[config.mk]
export PLATFORM = sky130hd
export DESIGN_NAME = id_ex_stage
export DESIGN_NICKNAME = d
export VERILOG_FILES = /design/src/rtl/id_ex_stage.sv
export SDC_FILE = /design/constraint.sdc
export NUM_CORES = 1
export LEC_CHECK = 0
export BUFFER_PORTS_ARGS = -buffer_cell sky130_fd_sc_hd__buf_2
export CORE_AREA = 2 2 130 132
export CTS_CLUSTER_SIZE = 20
export DETAILED_ROUTE_END_ITERATION = 8
export DIE_AREA = 0 0 132 134
export GPL_ROUTABILITY_DRIVEN = 0
export GPL_TIMING_DRIVEN = 0
export PLACE_DENSITY_LB_ADDON = 0.3
export SLEW_MARGIN = 20
export SYNTH_ARGS = -nofsm -noshare
export SYNTH_HDL_FRONTEND = slang
export SYNTH_SLANG_ARGS = --single-unit
[constraint.sdc]
create_clock -name clk -period 4.93 [get_ports clk]
set_input_delay 0.7395 -clock clk [delete_from_list [all_inputs] [get_ports clk]]
set_output_delay 0.7395 -clock clk [all_outputs]
set_load 0.02 [all_outputs]
[src/rtl/id_ex_stage.sv]
// ID/EX stage: instruction decode, register-file read with writeback bypass,
// load-use hazard detection and the ID/EX pipeline register.
module id_ex_stage (
  input  logic        clk,
  input  logic        reset,
  input  logic        if_valid,
  input  logic [31:0] if_instr,
  input  logic [31:0] if_pc4,
  output logic [4:0]  rf_rs_addr,
  output logic [4:0]  rf_rt_addr,
  input  logic [31:0] rf_rdata1,
  input  logic [31:0] rf_rdata2,
  input  logic        wb_regwrite,
  input  logic [4:0]  wb_writereg,
  input  logic [31:0] wb_writedata,
  input  logic        ex_flush,
  input  logic        ex_hold,
  output logic        id_stall,
  output logic        ex_valid,
  output logic        ex_regwrite,
  output logic        ex_memread,
  output logic        ex_memwrite,
  output logic        ex_memtoreg,
  output logic        ex_alusrc,
  output logic        ex_regdst,
  output logic        ex_branch,
  output logic        ex_jump,
  output logic [1:0]  ex_aluop,
  output logic [31:0] ex_rdata1,
  output logic [31:0] ex_rdata2,
  output logic [31:0] ex_imm,
  output logic [4:0]  ex_rs,
  output logic [4:0]  ex_rt,
  output logic [4:0]  ex_rd,
  output logic [31:0] ex_pc4
);

  typedef enum logic [5:0] {
    OP_RTYPE = 6'h00,
    OP_J     = 6'h02,
    OP_BEQ   = 6'h04,
    OP_ADDI  = 6'h08,
    OP_LW    = 6'h23,
    OP_SW    = 6'h2B
  } opcode_t;

  typedef struct packed {
    logic        valid;
    logic        regwrite;
    logic        memread;
    logic        memwrite;
    logic        memtoreg;
    logic        alusrc;
    logic        regdst;
    logic        branch;
    logic        jump;
    logic [1:0]  aluop;
    logic [31:0] rdata1;
    logic [31:0] rdata2;
    logic [31:0] imm;
    logic [4:0]  rs;
    logic [4:0]  rt;
    logic [4:0]  rd;
    logic [31:0] pc4;
  } idex_t;

  logic [5:0]  opcode;
  logic [4:0]  rs;
  logic [4:0]  rt;
  logic        rs_used;
  logic        rt_used;
  logic [31:0] opnd1;
  logic [31:0] opnd2;
  logic        load_use;
  idex_t       dec;
  idex_t       q;

  assign opcode     = if_instr[31:26];
  assign rs         = if_instr[25:21];
  assign rt         = if_instr[20:16];
  assign rf_rs_addr = rs;
  assign rf_rt_addr = rt;

  // Same-cycle writeback bypass; register 0 is hardwired and never bypassed.
  assign opnd1 = (wb_regwrite && (wb_writereg != '0) && (wb_writereg == rs)) ? wb_writedata : rf_rdata1;
  assign opnd2 = (wb_regwrite && (wb_writereg != '0) && (wb_writereg == rt)) ? wb_writedata : rf_rdata2;

  // Main control decode plus which source registers the instruction reads.
  always_comb begin
    dec     = '0;
    rs_used = 1'b0;
    rt_used = 1'b0;
    case (opcode)
      OP_RTYPE: begin
        dec.regwrite = 1'b1;
        dec.regdst   = 1'b1;
        dec.aluop    = 2'b10;
        rs_used      = 1'b1;
        rt_used      = 1'b1;
      end
      OP_LW: begin
        dec.regwrite = 1'b1;
        dec.memread  = 1'b1;
        dec.memtoreg = 1'b1;
        dec.alusrc   = 1'b1;
        rs_used      = 1'b1;
      end
      OP_SW: begin
        dec.memwrite = 1'b1;
        dec.alusrc   = 1'b1;
        rs_used      = 1'b1;
        rt_used      = 1'b1;
      end
      OP_BEQ: begin
        dec.branch = 1'b1;
        dec.aluop  = 2'b01;
        rs_used    = 1'b1;
        rt_used    = 1'b1;
      end
      OP_ADDI: begin
        dec.regwrite = 1'b1;
        dec.alusrc   = 1'b1;
        rs_used      = 1'b1;
      end
      OP_J: begin
        dec.jump = 1'b1;
      end
      default: ;
    endcase
    dec.valid  = 1'b1;
    dec.rdata1 = opnd1;
    dec.rdata2 = opnd2;
    dec.imm    = {{16{if_instr[15]}}, if_instr[15:0]};
    dec.rs     = rs;
    dec.rt     = rt;
    dec.rd     = if_instr[15:11];
    dec.pc4    = if_pc4;
  end

  // Load in EX whose destination is read by the instruction in ID.
  assign load_use = q.valid && q.memread && (q.rt != '0) && if_valid &&
                    ((rs_used && (q.rt == rs)) || (rt_used && (q.rt == rt)));

  assign id_stall = load_use || ex_hold;

  // ID/EX register: flush beats hold; a load-use or empty slot becomes a bubble.
  always_ff @(posedge clk or negedge reset) begin
    if (!reset)                    q <= '0;
    else if (ex_flush)             q <= '0;
    else if (ex_hold)              q <= q;
    else if (load_use || !if_valid) q <= '0;
    else                           q <= dec;
  end

  assign ex_valid    = q.valid;
  assign ex_regwrite = q.regwrite;
  assign ex_memread  = q.memread;
  assign ex_memwrite = q.memwrite;
  assign ex_memtoreg = q.memtoreg;
  assign ex_alusrc   = q.alusrc;
  assign ex_regdst   = q.regdst;
  assign ex_branch   = q.branch;
  assign ex_jump     = q.jump;
  assign ex_aluop    = q.aluop;
  assign ex_rdata1   = q.rdata1;
  assign ex_rdata2   = q.rdata2;
  assign ex_imm      = q.imm;
  assign ex_rs       = q.rs;
  assign ex_rt       = q.rt;
  assign ex_rd       = q.rd;
  assign ex_pc4      = q.pc4;

endmodule

==> results_dict.tcl, run 1 <==
set metrics [dict create \
    status "completed" \
    dr_total_vias 5291 \
    yosys-top-cells-area "dfrtp_1 54%, mux2i_1 11%, a22o_1 8.4%" \
    p_leak_uw 0.00456 \
    synth_area_leader_cell "dfrtp_1" \
    rows 47 \
    crit_arrival_ns 1.90 \
    final_cell_area_sq_um 8620 \
    tns_ns 0 \
    antenna_cells 0 \
    io_pins 336 \
    ys_seq_area_share_pct 54.5 \
    timing_hold_violations_final 0 \
    synth_cell_type_count 32 \
    syn-num-nets 695 \
    maxCapViolCount 0 \
    syn_inst 524 \
    die_area_sq_um 17700 \
    htreeDepth 4 \
    fin_crit_sh_pct 53.5 \
    drt-vias-per-instance 4.76 \
    max-vdd-ir-drop_uv 220 \
    clkSlewWorstSetupHoldPaths_ns 0.06 \
    crit_required_ns 4.19 \
    syn_to_final_growth_pct 43.2 \
    worst_slew_pin_slew_ns 0.827 \
    numCtsBuffers 17 \
    cts_sinks 131 \
    skew_ns 0.0102 \
    drcViolationCount 0 \
    endpoint_kind "output port" \
    fp.dieH_microns 134 \
    final_max_slew_viol_count 0 \
    wl_per_cell_microns 17.0 \
    period_needed_ns 2.64 \
    overflow 0 \
    dpl_cell_area_sq_um 8000 \
    drt_wl_total_microns 18900 \
    start_util_pct 36.9 \
    cp_max_fo 4 \
    rrSetupSlack_ns 2.88 \
    grt_pass1_wl_microns 29500 \
    grt_max_degree 68 \
    ys_ff_latch 131 \
    drive_gt1_share_pct 47.8 \
    startpoint_type "input pin" \
    hp-class "in -> async" \
    finalSetupViolations 0 \
    rsz0062_at_grt "no" \
    place_hpwl_microns 14400 \
    cts_resized 0 \
    synth.avg_cell_area_sq_um 11.5 \
    cts-root-buf "clkbuf_16" \
    final_common_cell "buf_2" \
    finalPower_uw 2830 \
    grt_usage_pct 21.5 \
    core_sq_um 16300 \
    io_buffers 334 \
    worst_slack_ns 2.29 \
    cts_tree "yes" \
    nets 1049 \
    drt_first_iter_violations 323 \
    cts_hold_buf 0 \
    die_x_microns 132 \
    fmax_mhz 379 \
    postCtsSetupRepairBufs 0 \
    nFillCells 1530 \
    firstDrtPassIters 6 \
    clock_latency_ns 0.42 \
    cts_buffer_depth 2 \
    crit_type "in -> out" \
    slew_headroom_pct 44.4 \
    pre_cts_ws_ns 2.28 \
    antenna_found_initial 0 \
    p_per_area_nw_per_um2 329 \
    syn-cell-area_sq_um 6020 \
    grt_pass1_vias 5324 \
    synth_top_area_share_pct 54.5 \
    final_cell_mix "339 x buf_2, 131 x dfrtp_1, 75 x nand2_1, 68 x o21ai_1, 64 x mux2i_1" \
    synth-warning-count 0 \
    drtAntennaViolNets 0 \
]
==> cell usage after synthesis <==
| library cell | count |
|---|---|
| nand2_1 | 75 |
| a21o_1 | 1 |
| xnor2_1 | 6 |
| o21ai_1 | 68 |
| clkbuf_1 | 16 |
| nor3_1 | 4 |
| mux2i_1 | 64 |
| and3b_1 | 1 |
| o31ai_1 | 2 |
| nand2b_1 | 1 |
| buf_6 | 8 |
| nand3b_1 | 2 |
| a2111oi_4 | 1 |
| or4_4 | 1 |
| a21oi_1 | 2 |
| a32o_1 | 2 |
| xor2_1 | 14 |
| or4b_2 | 1 |
| a22o_1 | 58 |
| buf_2 | 6 |
| dfrtp_1 | 131 |
| nor2_1 | 6 |
| a41oi_2 | 1 |
| nor4_4 | 2 |
| nor4_1 | 2 |
| buf_4 | 39 |
| o21ai_4 | 1 |
| nor2b_1 | 2 |
| o2111ai_1 | 1 |
| and4b_1 | 1 |
| nand3_1 | 4 |
| nand4b_1 | 1 |
==> worst paths after layout <==
check                                    startpoint                         to  cells past startpoint
max                                    if_instr[21]                   id_stall                      6
min                                           reset   ex_rdata2[4]$_DFFE_PN0P_                      1
max reg2reg                    ex_rt[0]$_DFFE_PN0P_  ex_rdata1[30]$_DFFE_PN0P_                      7
min reg2reg                ex_rdata2[5]$_DFFE_PN0P_   ex_rdata2[5]$_DFFE_PN0P_                      2
max in group asynchronous                     reset   ex_rdata2[5]$_DFFE_PN0P_                      2
min in group clk           ex_rdata2[5]$_DFFE_PN0P_   ex_rdata2[5]$_DFFE_PN0P_                      2
==> registers in the layout, summed over array words and instances (netlist names), 5 cells and up <==
name,flops
ex_imm,16
ex_pc4,32
ex_rdata1,32
ex_rt,5
ex_rs,5
ex_rdata2,32
==> worst max-delay path, stage by stage <==
cell       delay (ns)
buf_2            0.14
xor2_1           0.15
nor3_1           0.23
o2111ai_1        0.24
nand2_1          0.19
buf_2            0.20
==> cell type report <==
type                    instances  area (sq um)  share of cell area [%]
plain buffers                  69           473                    5.49
repair buffers                335          1710                    19.8
multi-input cells             324          2270                    26.3
flip-flops and latches        131          3280                    38.0
clock buffers                  19           443                    5.14
clock inverters                13           174                    2.02
well taps                     220           275                    3.19
==> power breakdown <==
| group | total, uW | internal [uW] | leakage [uW] | switching, uW |
|---|---|---|---|---|
| Clock | 1320 | 817 | 0.000291 | 501 |
| Combinational | 378 | 154 | 0.00248 | 224 |
| Sequential | 1140 | 1110 | 0.00179 | 23.5 |
==> routing by layer <==
layer / vias up / GRT usage, % / part of all wire [%]
met4: 0 / 7.00 / 1.7
met5: - / 0 / 0
li1: 2544 / - / -
met3: 23 / 5.71 / 6.9
met1: 2488 / 27.3 / 43
met2: 236 / 35.7 / 49
==> cell families after synthesis <==
logic type | Yosys count | share of synthesized area, %
buffers and inverters | 69 | 7.86
flip-flops | 131 | 54.5
AO/OA/AOI/OAI | 137 | 16.1
AND/OR/NAND/NOR | 103 | 8.00
multiplexers | 64 | 10.6
XOR/XNOR | 20 | 2.91
==> stage by stage <==
| stage | util (%) | cells | hold WS, ns |
|---|---|---|---|
| global route | 52.9 | 1111 | 0.267 |
| global placement | 48.9 | 1078 | 0.463 |
| detailed placement | 49.1 | 1079 | 0.470 |
| finish | 52.9 | 1111 | 0.245 |
| floorplan | - | 524 | 0.444 |
| CTS | 52.9 | 1111 | 0.261 |
(Power assumes the default switching activity.)
==> inputs of run 2 (changes only) <==
- ABC_AREA: unset -> 1
- clock period: 4.93 -> 2.6 ns (I/O delays scaled with it)
==> results_dict.tcl, run 2 <==
set metrics [dict create \
    critical-path-max-stage-delay_ns 0.46 \
    cts_tree "yes" \
    rrSetupSlack_ns 0.91 \
    io_buffers 335 \
    hp-class "in -> reg" \
    fin_crit_sh_pct 94.6 \
    synth_compound_area_share_pct 0.0710 \
    finalPower_uw 5360 \
    die_area_sq_um 17700 \
    grt_pass1_wl_microns 40400 \
    synth-warning-count 0 \
    crit_required_ns 2.21 \
    syn-cell-area_sq_um 7040 \
    max-vdd-ir-drop_uv 542 \
    crit_type "reg -> out" \
    maxCapViolCount 0 \
    hold_depth 3 \
    ys_dominant_reg_cell "dfrtp_1" \
    fin_hold_ws_ns 0.197 \
    grt_max_degree 82 \
    cp_max_fo 10 \
    period_needed_ns 2.46 \
    crit_top_cell "nand2_1" \
    grt_usage_pct 29.4 \
    cts_buffer_depth 2 \
    tns_ns 0 \
    synthMuxAreaShare_pct 0 \
    r2r_cells 10 \
    clock_latency_ns 0.43 \
    finish.utilization_pct 59.2 \
    rows 47 \
    drcViolationCount 0 \
    synth_area_leader_cell "dfrtp_1" \
    overflow 0 \
    finalSetupViolations 0 \
    drt-vias-per-instance 5.15 \
    critPathTopFamily "simple AND/OR/NAND/NOR gates" \
    crit_cells 10 \
    core_sq_um 16300 \
    drt_first_iter_violations 482 \
    io_pins 336 \
    clkSlewWorstSetupHoldPaths_ns 0.07 \
    wl_per_cell_microns 17.3 \
    ys_ff_latch 131 \
    skew_ns 0.0192 \
    firstDrtPassIters 5 \
    syn-num-nets 1113 \
    rsz0062_at_grt "no" \
    antenna_found_initial 0 \
    synth.avg_cell_area_sq_um 7.48 \
    crit_arrival_ns 2.07 \
    synth_top_cells_by_count "437 x nand2_1, 131 x dfrtp_1, 130 x nand4_1" \
    syn_inst 942 \
    synth_cell_type_count 19 \
    numCtsBuffers 17 \
    htreeDepth 4 \
    synth-adder-area-share_pct 0 \
    p_per_area_nw_per_um2 556 \
    start_util_pct 43.2 \
    ys_seq_area_share_pct 46.5 \
    fmax_mhz 406 \
    synthSimpleGateAreaFrac_pct 41.6 \
    holdCritStartpoint "if_instr[1]" \
    worst_slew_pin_slew_ns 0.755 \
    status "completed" \
    place_hpwl_microns 19600 \
    drive_gt1_share_pct 33.8 \
    die_x_microns 132 \
    yosys-top-cells-area "dfrtp_1 47%, nand2_1 23%, nand4_1 12%" \
    hold_end "ex_imm[1]$_DFFE_PN0P_" \
    crit_buf_inv 3 \
    final_cell_mix "437 x nand2_1, 356 x buf_2, 130 x nand4_1, 130 x dfrtp_1, 74 x nand3_1" \
    drtAntennaViolNets 0 \
    regArea_sq_um 3280 \
    rr_endpoint "ex_imm[7]$_DFFE_PN0P_" \
    timing_hold_violations_final 0 \
    cts_sinks 131 \
    synth_top_area_share_pct 46.5 \
    multiInputGateArea_sq_um 3050 \
    synth_xor_area_share_pct 1.37 \
    final_common_cell "nand2_1" \
    dr_total_vias 7884 \
    synth_top_family_by_area "simple AND/OR/NAND/NOR gates" \
    p_leak_uw 0.00597 \
    postCtsSetupRepairBufs 0 \
    antenna_cells 0 \
    fp.dieH_microns 134 \
    grt_pass1_vias 7532 \
    cts-root-buf "clkbuf_16" \
    startpoint_type "flop" \
    drt_wl_total_microns 26500 \
    syn_to_final_growth_pct 36.8 \
    path_cells "xnor2_1 > nand2_1 > nor2_1 > nand2_1 > nand2_1 > nand2_4 > buf_12 > buf_6 > nand2_1 > buf_2" \
    final_max_slew_viol_count 0 \
    nets 1469 \
    endpoint_kind "output port" \
    nFillCells 1568 \
    yosysMostFrequentCell "nand2_1" \
    r2r-start "ex_rt[2]$_DFFE_PN0P_" \
    crit_path_top_delay_cell "dfrtp_1" \
    synth-edff-count 0 \
    slew_headroom_pct 49.7 \
    async_flop_share_pct 100 \
]
==> run 2: layout make-up <==
cell class              count  area share [%]
flip-flops and latches    131            34.0
multi-input cells         676            31.6
repair buffers            337            17.9
plain buffers             107            6.61
clock buffers              18            4.56
well taps                 220            2.86
clock inverters            14            1.36
inverters                  28            1.09
==> run 2: cell families after synthesis <==
family	Yosys count
simple gates	664
buf+inv	135
flops	131
xor+xnor	11
compound gates	1
==> run 2: worst min-delay path, delay by kind of cell <==
kind	cells	cell delay, ns
buffers and inverters	1	0.07
and+or+nand+nor	2	0.13
==> run 2: how the worst max path moves through the flow <==
stage	startpoint	end
2_1_floorplan	ex_rt[4]$_DFFE_PN0P_	id_stall
3_3_place_gp	reset	ex_rs[1]$_DFFE_PN0P_
3_5_place_dp	if_instr[29]	id_stall
4_1_cts	ex_rt[2]$_DFFE_PN0P_	id_stall
5_1_grt	ex_rt[1]$_DFFE_PN0P_	id_stall
6_report	ex_rt[2]$_DFFE_PN0P_	id_stall
==> run 2: power by group <==
part | switching, uW | internal (uW) | total [uW]
sequential | 47.6 | 2110 | 2160
clock | 1000 | 1350 | 2360
combinational | 551 | 292 | 844
total | 1600 | 3760 | 5360
==> run 2: per-layer routing <==
| metal | share of wire, % | GRT usage, % |
|---|---|---|
| met2 | 48 | 47.7 |
| met3 | 7.8 | 7.33 |
| met1 | 42 | 38.3 |
| met5 | 0 | 0 |
| met4 | 2.9 | 10.4 |
==> run 2: stage by stage <==
stage	std cells	cell area, sq um	setup WS [ns]
after global routing	1531	9640	0.00567
final	1531	9640	0.140
after CTS	1531	9610	0.0868
after detailed placement	1498	9030	0.346
after floorplan	942	7040	0.790
after global placement	1497	9000	-0.719
==> run 2: timing repair <==
item / CTS / global route
resized for setup: 0 / 5
hold buffers: 1 / 0
hold endpoints to repair: 50 / 0
setup endpoints to repair: 0 / 1
